$ cat src/rtl/pipeline_pkg.sv
// Shared definitions for the pipeline hazard controller: sequencing states,
// forwarding-select encodings and the hard-wired zero register.
package pipeline_pkg;

  typedef enum logic [1:0] {
    RUN    = 2'd0,
    FREEZE = 2'd1,
    REPLAY = 2'd2
  } hazard_state_e;

  localparam logic [1:0] FWD_RF  = 2'd0;
  localparam logic [1:0] FWD_MEM = 2'd1;
  localparam logic [1:0] FWD_WB  = 2'd2;

  localparam logic [4:0] REG_ZERO = 5'd0;

  // True when a writing stage targets src; register 0 never matches.
  function automatic logic dst_hit(input logic       wr_en,
                                   input logic [4:0] dst,
                                   input logic [4:0] src);
    return wr_en && (dst != REG_ZERO) && (dst == src);
  endfunction

endpackage

$ cat src/rtl/forward_unit.sv
// Operand forwarding select for one EX source operand. The youngest producer
// (EX_MEM) wins over the older one (MEM_WB).
module forward_unit
  import pipeline_pkg::*;
(
  input  logic [4:0] src_i,
  input  logic       mem_reg_write_i,
  input  logic [4:0] mem_dst_i,
  input  logic       wb_reg_write_i,
  input  logic [4:0] wb_dst_i,
  output logic [1:0] fwd_sel_o
);

  // Pick the nearest pipeline stage that will write this operand.
  always_comb begin
    fwd_sel_o = FWD_RF;
    if (dst_hit(mem_reg_write_i, mem_dst_i, src_i)) begin
      fwd_sel_o = FWD_MEM;
    end else if (dst_hit(wb_reg_write_i, wb_dst_i, src_i)) begin
      fwd_sel_o = FWD_WB;
    end else begin
      fwd_sel_o = FWD_RF;
    end
  end

endmodule

$ cat src/rtl/pipeline_hazard_ctrl.sv
// Hazard and sequencing controller for the five-stage pipeline: forwarding,
// load-use stalls, branch/jump redirects, and memory-wait freeze with a
// deferred redirect replay. Optional performance counters are built when
// PIPELINE_HAZARD_PERF_EN is defined.
module pipeline_hazard_ctrl
  import pipeline_pkg::*;
#(
  parameter int unsigned CNT_W = 32
) (
  input  logic             clk,
  input  logic             reset,
  input  logic [4:0]       id_rs,
  input  logic [4:0]       id_rt,
  input  logic             id_uses_rs,
  input  logic             id_uses_rt,
  input  logic             id_jump,
  input  logic [31:0]      id_jump_target,
  input  logic [4:0]       ex_rs,
  input  logic [4:0]       ex_rt,
  input  logic             ex_mem_read,
  input  logic [4:0]       ex_dst,
  input  logic             ex_branch_taken,
  input  logic [31:0]      ex_branch_target,
  input  logic             mem_reg_write,
  input  logic [4:0]       mem_dst,
  input  logic             wb_reg_write,
  input  logic [4:0]       wb_dst,
  input  logic             mem_wait,
  output logic             pc_stall,
  output logic             if_id_stall,
  output logic             id_ex_stall,
  output logic             ex_mem_stall,
  output logic             if_id_flush,
  output logic             id_ex_flush,
  output logic             mem_wb_flush,
  output logic             redirect_valid,
  output logic [31:0]      redirect_pc,
  output logic [1:0]       fwd_a,
  output logic [1:0]       fwd_b
`ifdef PIPELINE_HAZARD_PERF_EN
  ,
  output logic [CNT_W-1:0] stall_cycles,
  output logic [CNT_W-1:0] flush_events,
  output logic [CNT_W-1:0] freeze_cycles
`endif
);

  hazard_state_e state_q, state_d;
  logic          pending_q, pending_d;
  logic [31:0]   pending_pc_q, pending_pc_d;

  logic          load_use_s;
  logic [1:0]    fwd_a_s, fwd_b_s;
  logic          pc_stall_s, if_id_stall_s, id_ex_stall_s, ex_mem_stall_s;
  logic          if_id_flush_s, id_ex_flush_s, mem_wb_flush_s;
  logic          redirect_valid_s;
  logic [31:0]   redirect_pc_s;

  forward_unit u_fwd_a (
    .src_i           (ex_rs),
    .mem_reg_write_i (mem_reg_write),
    .mem_dst_i       (mem_dst),
    .wb_reg_write_i  (wb_reg_write),
    .wb_dst_i        (wb_dst),
    .fwd_sel_o       (fwd_a_s)
  );

  forward_unit u_fwd_b (
    .src_i           (ex_rt),
    .mem_reg_write_i (mem_reg_write),
    .mem_dst_i       (mem_dst),
    .wb_reg_write_i  (wb_reg_write),
    .wb_dst_i        (wb_dst),
    .fwd_sel_o       (fwd_b_s)
  );

  // Load in EX whose destination is a source the ID instruction really reads.
  always_comb begin
    load_use_s = 1'b0;
    if (ex_mem_read && (ex_dst != REG_ZERO)) begin
      load_use_s = (id_uses_rs && (id_rs == ex_dst)) ||
                   (id_uses_rt && (id_rt == ex_dst));
    end else begin
      load_use_s = 1'b0;
    end
  end

  // Sequencing decisions and next-state for RUN / FREEZE / REPLAY.
  always_comb begin
    state_d          = state_q;
    pending_d        = pending_q;
    pending_pc_d     = pending_pc_q;
    pc_stall_s       = 1'b0;
    if_id_stall_s    = 1'b0;
    id_ex_stall_s    = 1'b0;
    ex_mem_stall_s   = 1'b0;
    if_id_flush_s    = 1'b0;
    id_ex_flush_s    = 1'b0;
    mem_wb_flush_s   = 1'b0;
    redirect_valid_s = 1'b0;
    redirect_pc_s    = 32'd0;

    case (state_q)
      RUN: begin
        if (mem_wait) begin
          // A redirect seen now is parked and replayed after the freeze.
          state_d = FREEZE;
          if (ex_branch_taken) begin
            pending_d    = 1'b1;
            pending_pc_d = ex_branch_target;
          end else if (id_jump) begin
            pending_d    = 1'b1;
            pending_pc_d = id_jump_target;
          end else begin
            pending_d    = 1'b0;
          end
        end else if (ex_branch_taken) begin
          redirect_valid_s = 1'b1;
          redirect_pc_s    = ex_branch_target;
          if_id_flush_s    = 1'b1;
          id_ex_flush_s    = 1'b1;
        end else if (load_use_s) begin
          pc_stall_s    = 1'b1;
          if_id_stall_s = 1'b1;
          id_ex_flush_s = 1'b1;
        end else if (id_jump) begin
          redirect_valid_s = 1'b1;
          redirect_pc_s    = id_jump_target;
          if_id_flush_s    = 1'b1;
        end else begin
          state_d = RUN;
        end
      end

      FREEZE: begin
        pc_stall_s     = 1'b1;
        if_id_stall_s  = 1'b1;
        id_ex_stall_s  = 1'b1;
        ex_mem_stall_s = 1'b1;
        mem_wb_flush_s = 1'b1;
        if (!mem_wait) begin
          state_d = pending_q ? REPLAY : RUN;
        end else begin
          state_d = FREEZE;
        end
      end

      REPLAY: begin
        // The parked redirect always completes, even if mem_wait rises now.
        redirect_valid_s = 1'b1;
        redirect_pc_s    = pending_pc_q;
        if_id_flush_s    = 1'b1;
        id_ex_flush_s    = 1'b1;
        pending_d        = 1'b0;
        state_d          = mem_wait ? FREEZE : RUN;
      end

      default: begin
        state_d   = RUN;
        pending_d = 1'b0;
      end
    endcase
  end

  // Outputs are forced low while reset is held so they drop asynchronously.
  always_comb begin
    if (!reset) begin
      pc_stall       = 1'b0;
      if_id_stall    = 1'b0;
      id_ex_stall    = 1'b0;
      ex_mem_stall   = 1'b0;
      if_id_flush    = 1'b0;
      id_ex_flush    = 1'b0;
      mem_wb_flush   = 1'b0;
      redirect_valid = 1'b0;
      redirect_pc    = 32'd0;
      fwd_a          = FWD_RF;
      fwd_b          = FWD_RF;
    end else begin
      pc_stall       = pc_stall_s;
      if_id_stall    = if_id_stall_s;
      id_ex_stall    = id_ex_stall_s;
      ex_mem_stall   = ex_mem_stall_s;
      if_id_flush    = if_id_flush_s;
      id_ex_flush    = id_ex_flush_s;
      mem_wb_flush   = mem_wb_flush_s;
      redirect_valid = redirect_valid_s;
      redirect_pc    = redirect_pc_s;
      fwd_a          = fwd_a_s;
      fwd_b          = fwd_b_s;
    end
  end

  // Sequencing state, pending flag and parked redirect target.
  always_ff @(posedge clk or negedge reset) begin
    if (!reset) begin
      state_q      <= RUN;
      pending_q    <= 1'b0;
      pending_pc_q <= 32'd0;
    end else begin
      state_q      <= state_d;
      pending_q    <= pending_d;
      pending_pc_q <= pending_pc_d;
    end
  end

`ifdef PIPELINE_HAZARD_PERF_EN
  logic [CNT_W-1:0] stall_cnt_q, flush_cnt_q, freeze_cnt_q;

  // Free-running event counters; they wrap naturally at 2^CNT_W.
  always_ff @(posedge clk or negedge reset) begin
    if (!reset) begin
      stall_cnt_q  <= {CNT_W{1'b0}};
      flush_cnt_q  <= {CNT_W{1'b0}};
      freeze_cnt_q <= {CNT_W{1'b0}};
    end else begin
      if (pc_stall) begin
        stall_cnt_q <= stall_cnt_q + CNT_W'(1);
      end else begin
        stall_cnt_q <= stall_cnt_q;
      end
      if (redirect_valid) begin
        flush_cnt_q <= flush_cnt_q + CNT_W'(1);
      end else begin
        flush_cnt_q <= flush_cnt_q;
      end
      if (state_q == FREEZE) begin
        freeze_cnt_q <= freeze_cnt_q + CNT_W'(1);
      end else begin
        freeze_cnt_q <= freeze_cnt_q;
      end
    end
  end

  assign stall_cycles  = stall_cnt_q;
  assign flush_events  = flush_cnt_q;
  assign freeze_cycles = freeze_cnt_q;
`endif

endmodule

$ cat config.mk
export PLATFORM = sky130hd
export DESIGN_NAME = pipeline_hazard_ctrl
export DESIGN_NICKNAME = d
export VERILOG_FILES = /design/src/rtl/pipeline_pkg.sv /design/src/rtl/forward_unit.sv /design/src/rtl/pipeline_hazard_ctrl.sv
export SDC_FILE = /design/constraint.sdc
export NUM_CORES = 1
export LEC_CHECK = 0
export CAP_MARGIN = 20
export CORE_UTILIZATION = 45
export CTS_CLUSTER_SIZE = 8
export DETAILED_ROUTE_END_ITERATION = 12
export MAX_ROUTING_LAYER = met4
export PLACE_DENSITY = 0.92
export RECOVER_POWER = 50
export SETUP_SLACK_MARGIN = 0.1
export SKIP_LAST_GASP = 1
export SLEW_MARGIN = 20
export SYNTH_ARGS = -nofsm -noshare
export SYNTH_HDL_FRONTEND = slang
export SYNTH_HIERARCHICAL = 1
export SYNTH_SLANG_ARGS = --single-unit
$ cat constraint.sdc
create_clock -name clk -period 4 [get_ports clk]
set_input_delay 0.8 -clock clk [delete_from_list [all_inputs] [get_ports clk]]
set_output_delay 0.8 -clock clk [all_outputs]
set_load 0.005 [all_outputs]
# Word level (Yosys, flattened, before mapping)

Index checks and enable logic that the tools add are counted.

Equality and inequality tests: 12
Multiplexer cells: 43
Bitwise operators: 1
Reductions and logical operators: 18

Operator list:

| cell                                                 | number |
|---|---|
| 2-to-1 mux 32 bit                                    | 7 |
| one-hot mux 32 bit (2 select lines)                  | 1 |
| equality test 5 bit                                  | 6 |
| 2-to-1 mux 2 bit                                     | 12 |
| 2-to-1 mux 1 bit                                     | 18 |
| nonzero test 5 bit                                   | 3 |
| logical AND 1 bit                                    | 9 |
| != test 3 bit (second input constant)                | 3 |
| one-hot mux 1 bit (2 select lines)                   | 4 |
| one-hot mux 2 bit (3 select lines)                   | 1 |
| AND reduction 3 bit                                  | 2 |
| equality test 2 x 1 -> 1 bit (second input constant) | 1 |
| equality test 2 bit (second input constant)          | 1 |
| zero test 2 bit                                      | 1 |
| != test 2 bit (second input constant)                | 1 |
| AND reduction 2 bit                                  | 1 |
| nonzero test 2 bit                                   | 1 |
| logical OR 1 bit                                     | 1 |
| NOT 1 bit                                            | 1 |

Register bits after elaboration: 35
Input port bits: 109
Output and inout bits: 44
Word-level logic and storage cells: 77

# Logic depth before layout (Yosys ltp)

Word-level depth: 9
Mapped depth: 7
Gate-level depth less buffers: 5

# By module

Netlist, hierarchy kept.

Modules (own cells, without submodules):

| module               | times used | cells each | area an instance (µm²) | sequential area each (µm²) |
|---|---|---|---|---|
| pipeline_hazard_ctrl | 1          | 299        | 2852.7                 | 875.8 |
| forward_unit         | 2          | 20         | 151.4                  | 0.0 |

# Least setup slack after synthesis

No wires, ideal clock.

Path kind: input to output
Start: input ex_dst[1]
End: output pc_stall
Arrival time: 2.019 ns
Required time: 3.200 ns
Slack: 1.181 ns
Cell stages on the path: 5
Buffers on the path: 1
Cell sequence: or4_4 -> o21ai_4 -> inv_1 -> a41o_1 -> buf_4

Word-level cells in the longest chain between the ends: 9
Elaborated cells between the ends (all ways): 13
Those cells by class: 2 x eq/ne; 6 x mux; 5 x reduce/logical

Ends and longest elaborated chain:

| what                                   | line                                                   | source |
|---|---|---|
| start, declared                        | pipeline_hazard_ctrl.sv:21                             | `input logic [4:0] ex_dst,` |
| equality test 5 bit (on tied branches) | pipeline_hazard_ctrl.sv:81, pipeline_hazard_ctrl.sv:82 |  |
| logical AND 1 bit (on tied branches)   | pipeline_hazard_ctrl.sv:81, pipeline_hazard_ctrl.sv:82 |  |
| logical OR 1 bit                       | pipeline_hazard_ctrl.sv:81                             | `load_use_s = (id_uses_rs && (id_rs == ex_dst)) \|\|` |
| 2-to-1 mux 1 bit *                     | pipeline_hazard_ctrl.sv:80                             | `if (ex_mem_read && (ex_dst != REG_ZERO)) begin` |
| 2-to-1 mux 1 bit * (3 in series)       | -                                                      |  |
| one-hot mux 1 bit (2 select lines) *   | -                                                      |  |
| 2-to-1 mux 1 bit *                     | -                                                      |  |
| end, declared                          | pipeline_hazard_ctrl.sv:29                             | `output logic pc_stall,` |

Mark *: on every way between the ends. The rest lies on a longest branch, timed or not.

# Final worst setup path

Start: input ex_dst[3]
End: output redirect_valid

Word-level cells in the longest chain between the ends: 9
Elaborated cells between the ends (all ways): 13
Those cells by class: 2 x eq/ne; 6 x mux; 5 x reduce/logical

Ends and longest elaborated chain:

| what                                   | line                                                   | source |
|---|---|---|
| equality test 5 bit (on tied branches) | pipeline_hazard_ctrl.sv:81, pipeline_hazard_ctrl.sv:82 |  |
| logical AND 1 bit (on tied branches)   | pipeline_hazard_ctrl.sv:81, pipeline_hazard_ctrl.sv:82 |  |
| logical OR 1 bit                       | pipeline_hazard_ctrl.sv:81                             |  |
| 2-to-1 mux 1 bit *                     | pipeline_hazard_ctrl.sv:80                             |  |
| 2-to-1 mux 1 bit *                     | pipeline_hazard_ctrl.sv:122                            | `end else if (load_use_s) begin` |
| 2-to-1 mux 1 bit *                     | pipeline_hazard_ctrl.sv:117                            | `end else if (ex_branch_taken) begin` |
| 2-to-1 mux 1 bit *                     | pipeline_hazard_ctrl.sv:105                            | `if (mem_wait) begin` |
| one-hot mux 1 bit (2 select lines) *   | pipeline_hazard_ctrl.sv:103                            | `case (state_q)` |
| 2-to-1 mux 1 bit *                     | pipeline_hazard_ctrl.sv:167                            | `if (!reset) begin` |
| end, declared                          | pipeline_hazard_ctrl.sv:36                             | `output logic redirect_valid,` |

Marked as above.

==> metrics <==
Starting DRT DRC Count 194; nets@finish 593; initial antenna violation count 0; status finished with violations; Layout Cells excl Fill 581; diode count 0; CP most frequent cell clkdlybuf4s50_1; fin crit share 96.4%; final WL 10000 µm; share of layout cells above drive strength 1 20.8%; Clock Path Buffers 2; CTS root buf clkbuf_8; PortBufs 152; commonest non-fill, non-tap cell in the layout clkdlybuf4s50_1; worst-margin pin slew 1.99 ns; fmax 259 MHz; Critical Path Source Type input pin; Synth Warn # 6; starting density of the core 46.4%; CORE AREA 0.00679 mm²; CP top delay family buffers and inverters; Final WS setup 0.142 ns; Ports 153; peak per-stage delay on the critical path roughly 0.54 ns; Hold Path Class input pin to async pin; Final Critical Period 3.86 ns; Synth async-reset ratio 100%; ys flop type dfrtp_1; Clk Latency, worst-skew pair 0.28 ns; Die X 85.7 µm; Total GRT Usage 27.0%; DR WL/cell 17.3 µm; CTS sink cnt 35; P_leak 0.00184 µW; Inst Count DP 571; Die Height 85.7 µm; CP Data Arrival Time 3.06 ns; largest area contributor in the netlist dfrtp_1; first-pass GRT wire length 15600 µm; postcts setup bufs 0; pre-CTS WS 0.156 ns; vias in the first global route 3420; via count 3394; data required time of the worst path around 3.2 ns; syn nets about 450; DPL Wire Length 7210 µm; Avg Synthesized Cell Area 9.31 µm²; FP Rows 30; crit-path cells clkdlybuf4s50_1, or4_4, o21ai_4, clkbuf_16, a21oi_1, o21ai_1, clkdlybuf4s50_1; Post-synth EDFFs 0; Post-Syn Area ~0.0032 mm²; DIE AREA 0.00735 mm²; max_cap viols 1; synth unique cells 36; endpoints failing setup 0; peak supply drop approximately 0.00014 V; Fill cells 521; failing checks max-capacitance violations, max-slew violations; Post-DRT Antenna Nets 0; Synth area leaders dfrtp_1, mux2_2, a21oi_1, a32o_1, xnor2_1; Layout Skew 0.00305 ns; Yosys top cell area share 27.8%; Hold Vio Cnt, Final 0; Num CTS Buffers 5; TritonCTS clock tree done; P&R area growth vs syn 55.4%; Final GP Congestion 0.915; largest net degree at the start of global routing 35; drt via density 5.84; Synth Instances about 340; total grt overflow 0; buffers plus inverters on the worst setup path 3; clock transition at the registers of the reported paths 0.07 ns; Post-CTS Hold Fix Bufs 0; Crit Path Class input pin to output pin; commonest non-fill, non-tap cells in the layout clkdlybuf4s50_1, a21oi_1, mux2_2; Pre-antenna DRT Iters 4; Setup Total Neg Slack 0 ns; Seq/Total Area, Yosys about 28%; Slowest cell on crit path clkdlybuf4s50_1; worst rel slew slack -33.7%; crit path max fanout 17; unrepaired setup endpoints after global routing true; CP Capture Type output pin; Slew Viols, Final 14; Yosys reg bits 35; Cell Pwr Density 242 mW/mm²; CTS H-Tree Depth 2; DRC 0
cell type report:
class	instances	area [µm²]	share of cell area, %
Timing Repair Buffer	169	1720	35.1
Multi-Input combinational cell	270	2090	42.7
Inverter	3	11.3	0.230
Tap cell	96	120	2.45
Clock buffer	7	76.3	1.56
Sequential cell	35	876	17.9
Clock inverter	1	5.00	0.102
sequential cells by signal (all words and copies together), names as in the netlist:
register,flops
state_q,2
pending_q,1
pending_pc_q,32
worst paths after layout:
kind | startpoint | slack, ns | depth (start not counted) | end
max | ex_dst[3] | 0.14 | 7 | redirect_valid
min | reset | 0.49 | 1 | pending_q
max reg2reg | state_q[0] | 1.09 | 4 | pending_pc_q[5]
min reg2reg | pending_pc_q[23] | 0.51 | 1 | pending_pc_q[23]
max in group asynchronous | reset | 2.69 | 2 | pending_pc_q[30]
min in group clk | pending_pc_q[23] | 0.51 | 1 | pending_pc_q[23]
synth_stat cells, types with 3 or more instances:
| cell type | count |
|---|---|
| nor3_1 | 4 |
| xor2_1 | 6 |
| buf_6 | 3 |
| xnor2_1 | 20 |
| dfrtp_1 | 35 |
| a21oi_1 | 67 |
| nor2_1 | 35 |
| clkbuf_1 | 6 |
| nor3_2 | 3 |
| mux2_2 | 64 |
| nand3_1 | 4 |
| nand2_1 | 7 |
| buf_4 | 6 |
| inv_1 | 3 |
| a32o_1 | 32 |
| and2_1 | 5 |
| buf_2 | 14 |
metrics by stage:
step	cell area [µm²]	hold slack, ns	util [%]	total power [µW]
3_5_place_dp	4770	0.498	70.2	936
4_1_cts	4850	0.372	71.4	1180
5_1_grt	4900	0.517	72.2	1250
3_3_place_gp	4770	0.489	70.2	913
2_1_floorplan	3160	0.481	-	705
6_report	4900	0.486	72.2	1190
routing by layer:
| layer | up-vias | GRT usage (%) | part of all wire, % |
|---|---|---|---|
| li1 | 1564 | - | - |
| met1 | 1640 | 31.0 | 39 |
| met2 | 168 | 48.1 | 52 |
| met3 | 22 | 4.04 | 6.6 |
| met4 | 0 | 9.09 | 2.1 |
| met5 | - | - | 0 |
what timing repair did:
action                                  4_1_cts  5_1_grt
endpoints found under the setup margin        0        5
resized for setup                             0        4
hold endpoints to repair                      0        0
power breakdown:
part           total, µW  internal (µW)  switching (µW)
clock                246            122             123
sequential           483            436            47.2
combinational        459            282             176
kinds of logic after synthesis:
logic type	Yosys count	synth area share (%)
compound gates	111	24.8
buf+inv	34	6.03
xor+xnor	26	7.22
flops	35	27.8
simple gates	69	11.3
mux	64	22.8
Note: power is estimated with default switching activity, not from simulation.
